## config.mk

```make
export PLATFORM = sky130hd
export DESIGN_NAME = core_writeback
export DESIGN_NICKNAME = d
export VERILOG_FILES = /design/src/rtl/core_wb_pkg.sv /design/src/rtl/core_wb_ldq.sv /design/src/rtl/core_writeback.sv
export SDC_FILE = /design/constraint.sdc
export NUM_CORES = 1
export LEC_CHECK = 0
export CORE_ASPECT_RATIO = 1.75
export CORE_UTILIZATION = 53
export DETAILED_ROUTE_END_ITERATION = 10
export GPL_ROUTABILITY_DRIVEN = 0
export PLACE_DENSITY = 0.88
export RECOVER_POWER = 25
export SLEW_MARGIN = 20
export SYNTH_ARGS = -nofsm -noshare
export SYNTH_HDL_FRONTEND = slang
export SYNTH_SLANG_ARGS = --single-unit
```

## constraint.sdc

```tcl
create_clock -name CLK -period 2.9 [get_ports CLK]
set_input_delay 0.87 -clock CLK [delete_from_list [all_inputs] [get_ports CLK]]
set_output_delay 0.87 -clock CLK [all_outputs]
set_load 0.01 [all_outputs]
```

## src/rtl/core_wb_pkg.sv

```systemverilog
`default_nettype none
// ============================================================================
// Module  : core_wb_pkg
// Brief   : Shared load funct3 codes and load-queue entry layout for the
//           core write-back block.
// Rev     : 1.0  initial release
// ============================================================================
package core_wb_pkg;

    localparam logic [2:0] F3_LB  = 3'b000;
    localparam logic [2:0] F3_LH  = 3'b001;
    localparam logic [2:0] F3_LW  = 3'b010;
    localparam logic [2:0] F3_LBU = 3'b100;
    localparam logic [2:0] F3_LHU = 3'b101;

    localparam int LDQ_ENTRY_W = 10;

    typedef struct packed {
        logic [4:0] rd;
        logic [2:0] funct3;
        logic [1:0] addr_lo;
    } ldq_entry_t;

endpackage
`default_nettype wire

```

## src/rtl/core_wb_ldq.sv

```systemverilog
`default_nettype none
// ============================================================================
// Module  : core_wb_ldq
// Brief   : In-order outstanding-load FIFO; exposes per-slot valid/rd for the
//           register busy mask.
// Rev     : 1.0  initial release
// ============================================================================
module core_wb_ldq
    import core_wb_pkg::*;
#(
    parameter int DEPTH = 2
) (
    input  logic                  clk,
    input  logic                  rst_n,
    input  logic                  push,
    input  ldq_entry_t            push_entry,
    input  logic                  pop,
    output logic                  full,
    output logic                  empty,
    output ldq_entry_t            head,
    output logic [DEPTH-1:0]      ent_valid,
    output logic [DEPTH-1:0][4:0] ent_rd
);

    localparam int PW = $clog2(DEPTH);

    logic [PW-1:0]         wr_ptr_q, wr_ptr_d;
    logic [PW-1:0]         rd_ptr_q, rd_ptr_d;
    logic [DEPTH-1:0]      valid_q, valid_d;
    ldq_entry_t [DEPTH-1:0] mem_q, mem_d;

    // Occupied slots are always contiguous, so full/empty follow from the valid bits.
    assign full      = &valid_q;
    assign empty     = ~|valid_q;
    assign head      = mem_q[rd_ptr_q];
    assign ent_valid = valid_q;

    generate
        for (genvar i = 0; i < DEPTH; i++) begin : g_rd
            assign ent_rd[i] = mem_q[i].rd;
        end
    endgenerate

    always_comb begin
        wr_ptr_d = wr_ptr_q;
        rd_ptr_d = rd_ptr_q;
        valid_d  = valid_q;
        mem_d    = mem_q;
        if (push) begin
            mem_d[wr_ptr_q]   = push_entry;
            valid_d[wr_ptr_q] = 1'b1;
            wr_ptr_d          = wr_ptr_q + PW'(1);
        end
        if (pop) begin
            valid_d[rd_ptr_q] = 1'b0;
            rd_ptr_d          = rd_ptr_q + PW'(1);
        end
    end

    always_ff @(posedge clk or negedge rst_n) begin
        if (!rst_n) begin
            wr_ptr_q <= '0;
            rd_ptr_q <= '0;
            valid_q  <= '0;
            mem_q    <= '0;
        end else begin
            wr_ptr_q <= wr_ptr_d;
            rd_ptr_q <= rd_ptr_d;
            valid_q  <= valid_d;
            mem_q    <= mem_d;
        end
    end

endmodule
`default_nettype wire

```

## src/rtl/core_writeback.sv

```systemverilog
`default_nettype none
// ============================================================================
// Module  : core_writeback
// Brief   : Register-file write initiator merging ALU results and in-order
//           load responses. Optional protocol checker: CORE_WB_CHECK_EN.
// Rev     : 1.0  initial release
// ============================================================================
module core_writeback
    import core_wb_pkg::*;
#(
    parameter int LDQ_DEPTH = 2
) (
    input  logic        CLK,
    input  logic        NRST,
    input  logic        ALU_VALID,
    input  logic [4:0]  ALU_RD,
    input  logic [31:0] ALU_DATA,
    input  logic        LD_ISSUE,
    output logic        LD_ISSUE_READY,
    input  logic [4:0]  LD_ISSUE_RD,
    input  logic [2:0]  LD_FUNCT3,
    input  logic [1:0]  LD_ADDR_LO,
    input  logic        LD_RVALID,
    output logic        LD_RREADY,
    input  logic [31:0] LD_RDATA,
    output logic        AWVALID,
    output logic [4:0]  AWADDR,
    output logic [31:0] WDATA,
    output logic [31:0] BUSY_MASK,
    output logic        ERR
);

    function automatic logic [31:0] fmt_load(input logic [2:0]  f3,
                                             input logic [1:0]  lo,
                                             input logic [31:0] w);
        logic [7:0]  b;
        logic [15:0] h;
        case (lo)
            2'd0:    b = w[7:0];
            2'd1:    b = w[15:8];
            2'd2:    b = w[23:16];
            default: b = w[31:24];
        endcase
        h = lo[1] ? w[31:16] : w[15:0];
        case (f3)
            F3_LB:   fmt_load = {{24{b[7]}}, b};
            F3_LBU:  fmt_load = {24'd0, b};
            F3_LH:   fmt_load = {{16{h[15]}}, h};
            F3_LHU:  fmt_load = {16'd0, h};
            F3_LW:   fmt_load = w;
            default: fmt_load = w;
        endcase
    endfunction

    logic                      q_full, q_empty, q_push, q_pop;
    ldq_entry_t                q_head, q_in;
    logic [LDQ_DEPTH-1:0]      q_valid;
    logic [LDQ_DEPTH-1:0][4:0] q_rd;

    logic        skid_valid_q, skid_valid_d;
    logic [4:0]  skid_rd_q, skid_rd_d;
    logic [31:0] skid_data_q, skid_data_d;
    logic        awvalid_q, awvalid_d;
    logic [4:0]  awaddr_q, awaddr_d;
    logic [31:0] wdata_q, wdata_d;
    logic        out_is_load_q, out_is_load_d;
    logic        sel_skid, rsp_accept;
    logic [31:0] busy;

    assign q_in.rd      = LD_ISSUE_RD;
    assign q_in.funct3  = LD_FUNCT3;
    assign q_in.addr_lo = LD_ADDR_LO;

    assign LD_ISSUE_READY = ~q_full;
    assign q_push         = LD_ISSUE & ~q_full;
    assign LD_RREADY      = ~q_empty & (~skid_valid_q | ~ALU_VALID);
    assign rsp_accept     = LD_RVALID & LD_RREADY;
    assign q_pop          = rsp_accept;
    assign sel_skid       = ~ALU_VALID & skid_valid_q;

    core_wb_ldq #(
        .DEPTH (LDQ_DEPTH)
    ) u_ldq (
        .clk        (CLK),
        .rst_n      (NRST),
        .push       (q_push),
        .push_entry (q_in),
        .pop        (q_pop),
        .full       (q_full),
        .empty      (q_empty),
        .head       (q_head),
        .ent_valid  (q_valid),
        .ent_rd     (q_rd)
    );

    // ALU wins the write port; the skid absorbs a response while the ALU holds it.
    always_comb begin
        skid_valid_d  = skid_valid_q;
        skid_rd_d     = skid_rd_q;
        skid_data_d   = skid_data_q;
        awvalid_d     = 1'b0;
        awaddr_d      = awaddr_q;
        wdata_d       = wdata_q;
        out_is_load_d = 1'b0;
        if (ALU_VALID) begin
            awvalid_d = (ALU_RD != 5'd0);
            awaddr_d  = ALU_RD;
            wdata_d   = ALU_DATA;
        end else if (skid_valid_q) begin
            awvalid_d     = (skid_rd_q != 5'd0);
            awaddr_d      = skid_rd_q;
            wdata_d       = skid_data_q;
            out_is_load_d = (skid_rd_q != 5'd0);
        end
        if (sel_skid) begin
            skid_valid_d = 1'b0;
        end
        if (rsp_accept) begin
            skid_valid_d = 1'b1;
            skid_rd_d    = q_head.rd;
            skid_data_d  = fmt_load(q_head.funct3, q_head.addr_lo, LD_RDATA);
        end
    end

    always_ff @(posedge CLK or negedge NRST) begin
        if (!NRST) begin
            skid_valid_q  <= 1'b0;
            skid_rd_q     <= '0;
            skid_data_q   <= '0;
            awvalid_q     <= 1'b0;
            awaddr_q      <= '0;
            wdata_q       <= '0;
            out_is_load_q <= 1'b0;
        end else begin
            skid_valid_q  <= skid_valid_d;
            skid_rd_q     <= skid_rd_d;
            skid_data_q   <= skid_data_d;
            awvalid_q     <= awvalid_d;
            awaddr_q      <= awaddr_d;
            wdata_q       <= wdata_d;
            out_is_load_q <= out_is_load_d;
        end
    end

    always_comb begin
        busy = '0;
        for (int i = 0; i < LDQ_DEPTH; i++) begin
            if (q_valid[i]) busy[q_rd[i]] = 1'b1;
        end
        if (skid_valid_q) busy[skid_rd_q] = 1'b1;
        if (awvalid_q && out_is_load_q) busy[awaddr_q] = 1'b1;
        busy[0] = 1'b0;
    end

    assign AWVALID   = awvalid_q;
    assign AWADDR    = awaddr_q;
    assign WDATA     = wdata_q;
    assign BUSY_MASK = busy;

`ifdef CORE_WB_CHECK_EN
    logic err_q, err_d;

    always_comb begin
        err_d = err_q
              | (LD_RVALID & q_empty)
              | (LD_ISSUE & q_full)
              | (ALU_VALID & busy[ALU_RD] & (ALU_RD != 5'd0));
    end

    always_ff @(posedge CLK or negedge NRST) begin
        if (!NRST) err_q <= 1'b0;
        else       err_q <= err_d;
    end

    assign ERR = err_q;
`else
    assign ERR = 1'b0;
`endif

endmodule
`default_nettype wire

```

==> metrics.md <==
| Metric | Value |
|---|---|
| Vias in the first global route | `5981` |
| Area growth syn-to-layout | `39.5%` |
| DR WL/cell | `21.2 um` |
| Top cells by area, synth | `dfrtp_1, mux2i_1, o21ai_0` |
| First-pass GRT wire length | `30.3 mm` |
| # port buffers | `154` |
| Share of cells above drive strength 1 | `18.8%` |
| Status | `complete, but fails checks` |
| Power Dens Cells | `1010 mW/mm2` |
| Hold Path Sink | `skid_data_q[2]` |
| Initial antenna violation count | `0` |
| Commonest non-fill, non-tap cell in the layout | `clkdlybuf4s50_1` |
| Drt via density | `6.56` |
| Final ANT Viol Nets | `0` |
| Routed WL | `19.6 mm` |
| Critical R2R Capture | `skid_data_q[8]` |
| Cells on worst reg2reg path | `8` |
| Slew Viols, Final | `0` |
| Post-synth EDFFs | `0` |
| Mapped Area | `0.00592 mm2` |
| Setup_tns | `-0.129 ns` |
| Slew margin rel. | `26.4%` |
| Layout Nets | `872` |
| Peak Freq | `0.339 GHz` |
| Post-synthesis register bit count | `101` |
| Seq/Total Area, Yosys | `42.7%` |
| Starting Density | `55.0%` |
| Critical Path Sink Type | `primary output` |
| Least-Margin Pin Slew | `1.10 ns` |
| Worst setup SP type | `flip-flop` |
| Commonest cells after routing, fill and taps aside | `clkdlybuf4s50_1, nand2_1, dfrtp_1` |
| Leak | `3.64 nW` |
| CORE AREA | `0.0108 mm2` |
| Largest net degree at the start of global routing | `78` |
| Syn Inst Count | `632` |
| Worst IR Drop VDD | `690 uV` |
| Setup WS post-layout | `-0.0527 ns` |
| Unrepaired setup endpoints after global routing | `true` |
| Ant diodes | `0` |
| Grt total ovfl | `0` |
| Most common flop cell mapped by yosys | `dfrtp_1` |
| Clock sinks | `101` |
| Final Cycle Share | `102%` |
| Die Width | `81.9 um` |
| Clock slew at reported path FFs | `0.07 ns` |
| Async set or reset register ratio after synthesis | `100%` |
| Failing checks | `negative setup slack` |
| Endpoints failing setup | `3` |
| Vias | `6056` |
| Total global routing track utilization | `34.6%` |
| Crit Path Class | `flip-flop to primary output` |
| Max Root-Sink Buffers | `2` |
| Mean area per synthesized cell | `9.36 um2` |
| Max cap viols | `0` |
| Final Critical Period | `2.95 ns` |
| Final Core Density | `76.7%` |
| Min-Delay Path Depth | `2` |
| Origin of the critical flop-to-flop path | `skid_valid_q` |
| DRC Markers | `0` |
| Die footprint | `0.0116 mm2` |
| CTS tree | `yes` |
| Crit path max fanout | `8` |
| Final Hold Viols | `0` |
| IO Count | `157` |
| Biggest area consumer among synthesized cells | `dfrtp_1` |
| Synthesis warning total | `0` |
| CTS H-Tree Depth | `3` |
| Post-DP HPWL | `13.5 mm` |
| Reg2reg setup slack | `0.57 ns` |
| CTS buffer count | `9` |
| Clock root cell | `clkbuf_16` |
| DR iter-0 viols | `441` |
| Clock skew | `0.00740 ns` |
| Critical path required time | `2.03 ns` |
| Die Y | `142 um` |
| Area fraction of the dominant cell type after synthesis | `42.7%` |
| Tot Pwr | `8.34 mW` |
| Worst min-delay path class | `flip-flop to flip-flop` |
| First drt pass iteration count | `7` |
| Hold buffer count at cts | `0` |
| # rows | `50` |
| Clk Latency, worst-skew pair | `0.35 ns` |
| Hold path start | `skid_data_q[2]` |
| Count of cell types in the netlist | `54` |
| Arr. time, crit path | `2.08 ns` |
==> logic make-up after synthesis <==
kind of cell | share of synthesized area (%)
other | 0.0634
multiplexers | 13.7
buffers and inverters | 3.83
AND/OR/NAND/NOR | 18.1
XOR/XNOR | 0.296
AO/OA/AOI/OAI | 21.3
flip-flops | 42.7
==> worst max-delay path, stage by stage, from the launching register on <==
cell and delay [ns]:
dfrtp_1 0.40, nand2_1 0.10, nor2_1 0.14, nand2_2 0.20, o211ai_1 0.29, clkdlybuf4s50_1 0.60
==> cell type report <==
class	instances	area [um2]
clock inverters	6	88.8
fillers	703	2500
multi-input cells	480	3320
well taps	130	163
flip-flops and latches	101	2550
clock buffers	10	239
repair buffers	196	1900
==> report_power, final <==
part	switching (mW)	internal (mW)	leakage [nW]
Sequential	0.758	2.02	1.17
Clock	0.577	0.722	0.162
Combinational	2.20	2.07	2.30
==> state kept, by name (all words and copies together) (netlist names) <==
register	count
u_ldq.mem_q	10
skid_valid_q	1
AWADDR	5
AWVALID	1
out_is_load_q	1
u_ldq.ent_valid	2
skid_rd_q	5
u_ldq.rd_ptr_q	1
u_ldq.ent_rd	10
skid_data_q	32
u_ldq.wr_ptr_q	1
WDATA	32
==> metrics by stage <==
step           std cells  hold slack, ns  worst slack (ns)  instance area [um2]
5_1_grt              923           0.542            -0.142                 8260
2_1_floorplan        633           0.448             0.590                 5920
3_3_place_gp         889           0.469             0.253                 7600
4_1_cts              910           0.492           -0.0143                 8040
6_report             923           0.502           -0.0527                 8260
3_5_place_dp         889           0.476             0.166                 7600
==> Yosys cell counts, types with 2 or more instances <==
cell type / n
a2111oi_0: 2
a21oi_1: 31
a21oi_2: 10
a222oi_1: 3
a22o_1: 16
a22oi_1: 12
a31oi_1: 8
and3_1: 6
and3b_1: 10
buf_1: 3
buf_2: 7
buf_4: 2
buf_6: 2
clkbuf_1: 38
dfrtp_1: 101
mux2_2: 28
mux2_4: 3
mux2i_1: 43
nand2_1: 96
nand2b_1: 4
nand3_1: 4
nand3b_1: 9
nand4b_1: 9
nor2_1: 30
nor3_1: 5
nor3b_1: 17
nor4_1: 5
o211ai_1: 14
o21ai_0: 74
o21bai_1: 5
o22ai_1: 5
o31ai_1: 2
o32ai_1: 2
or3_1: 3
or3b_1: 3
xnor2_1: 2
==> what timing repair did <==
action / in CTS / in global routing
pin swaps: 0 / 4
endpoints found under the setup margin: 30 / 22
gates resized for setup: 45 / 41
buffers inserted: 5 / 13
==> layer usage <==
layer | part of all wire, % | up-vias | track usage (%)
met4 | 6.8 | 0 | 21.1
li1 | - | 2628 | -
met3 | 8.4 | 126 | 8.42
met2 | 52 | 420 | 59.2
met1 | 33 | 2882 | 37.4
met5 | 0 | - | 0
==> worst max-delay path by stage <==
| stage | start | endpoint | depth (start not counted) |
|---|---|---|---|
| 2_1_floorplan | skid_valid_q | BUSY_MASK[24] | 5 |
| 3_3_place_gp | u_ldq.ent_rd[8] | BUSY_MASK[19] | 5 |
| 3_5_place_dp | u_ldq.ent_rd[8] | BUSY_MASK[16] | 5 |
| 4_1_cts | u_ldq.ent_rd[9] | BUSY_MASK[17] | 5 |
| 5_1_grt | AWVALID | BUSY_MASK[21] | 5 |
| 6_report | AWVALID | BUSY_MASK[21] | 5 |
No activity file was read; power rests on OpenSTA's default activity.
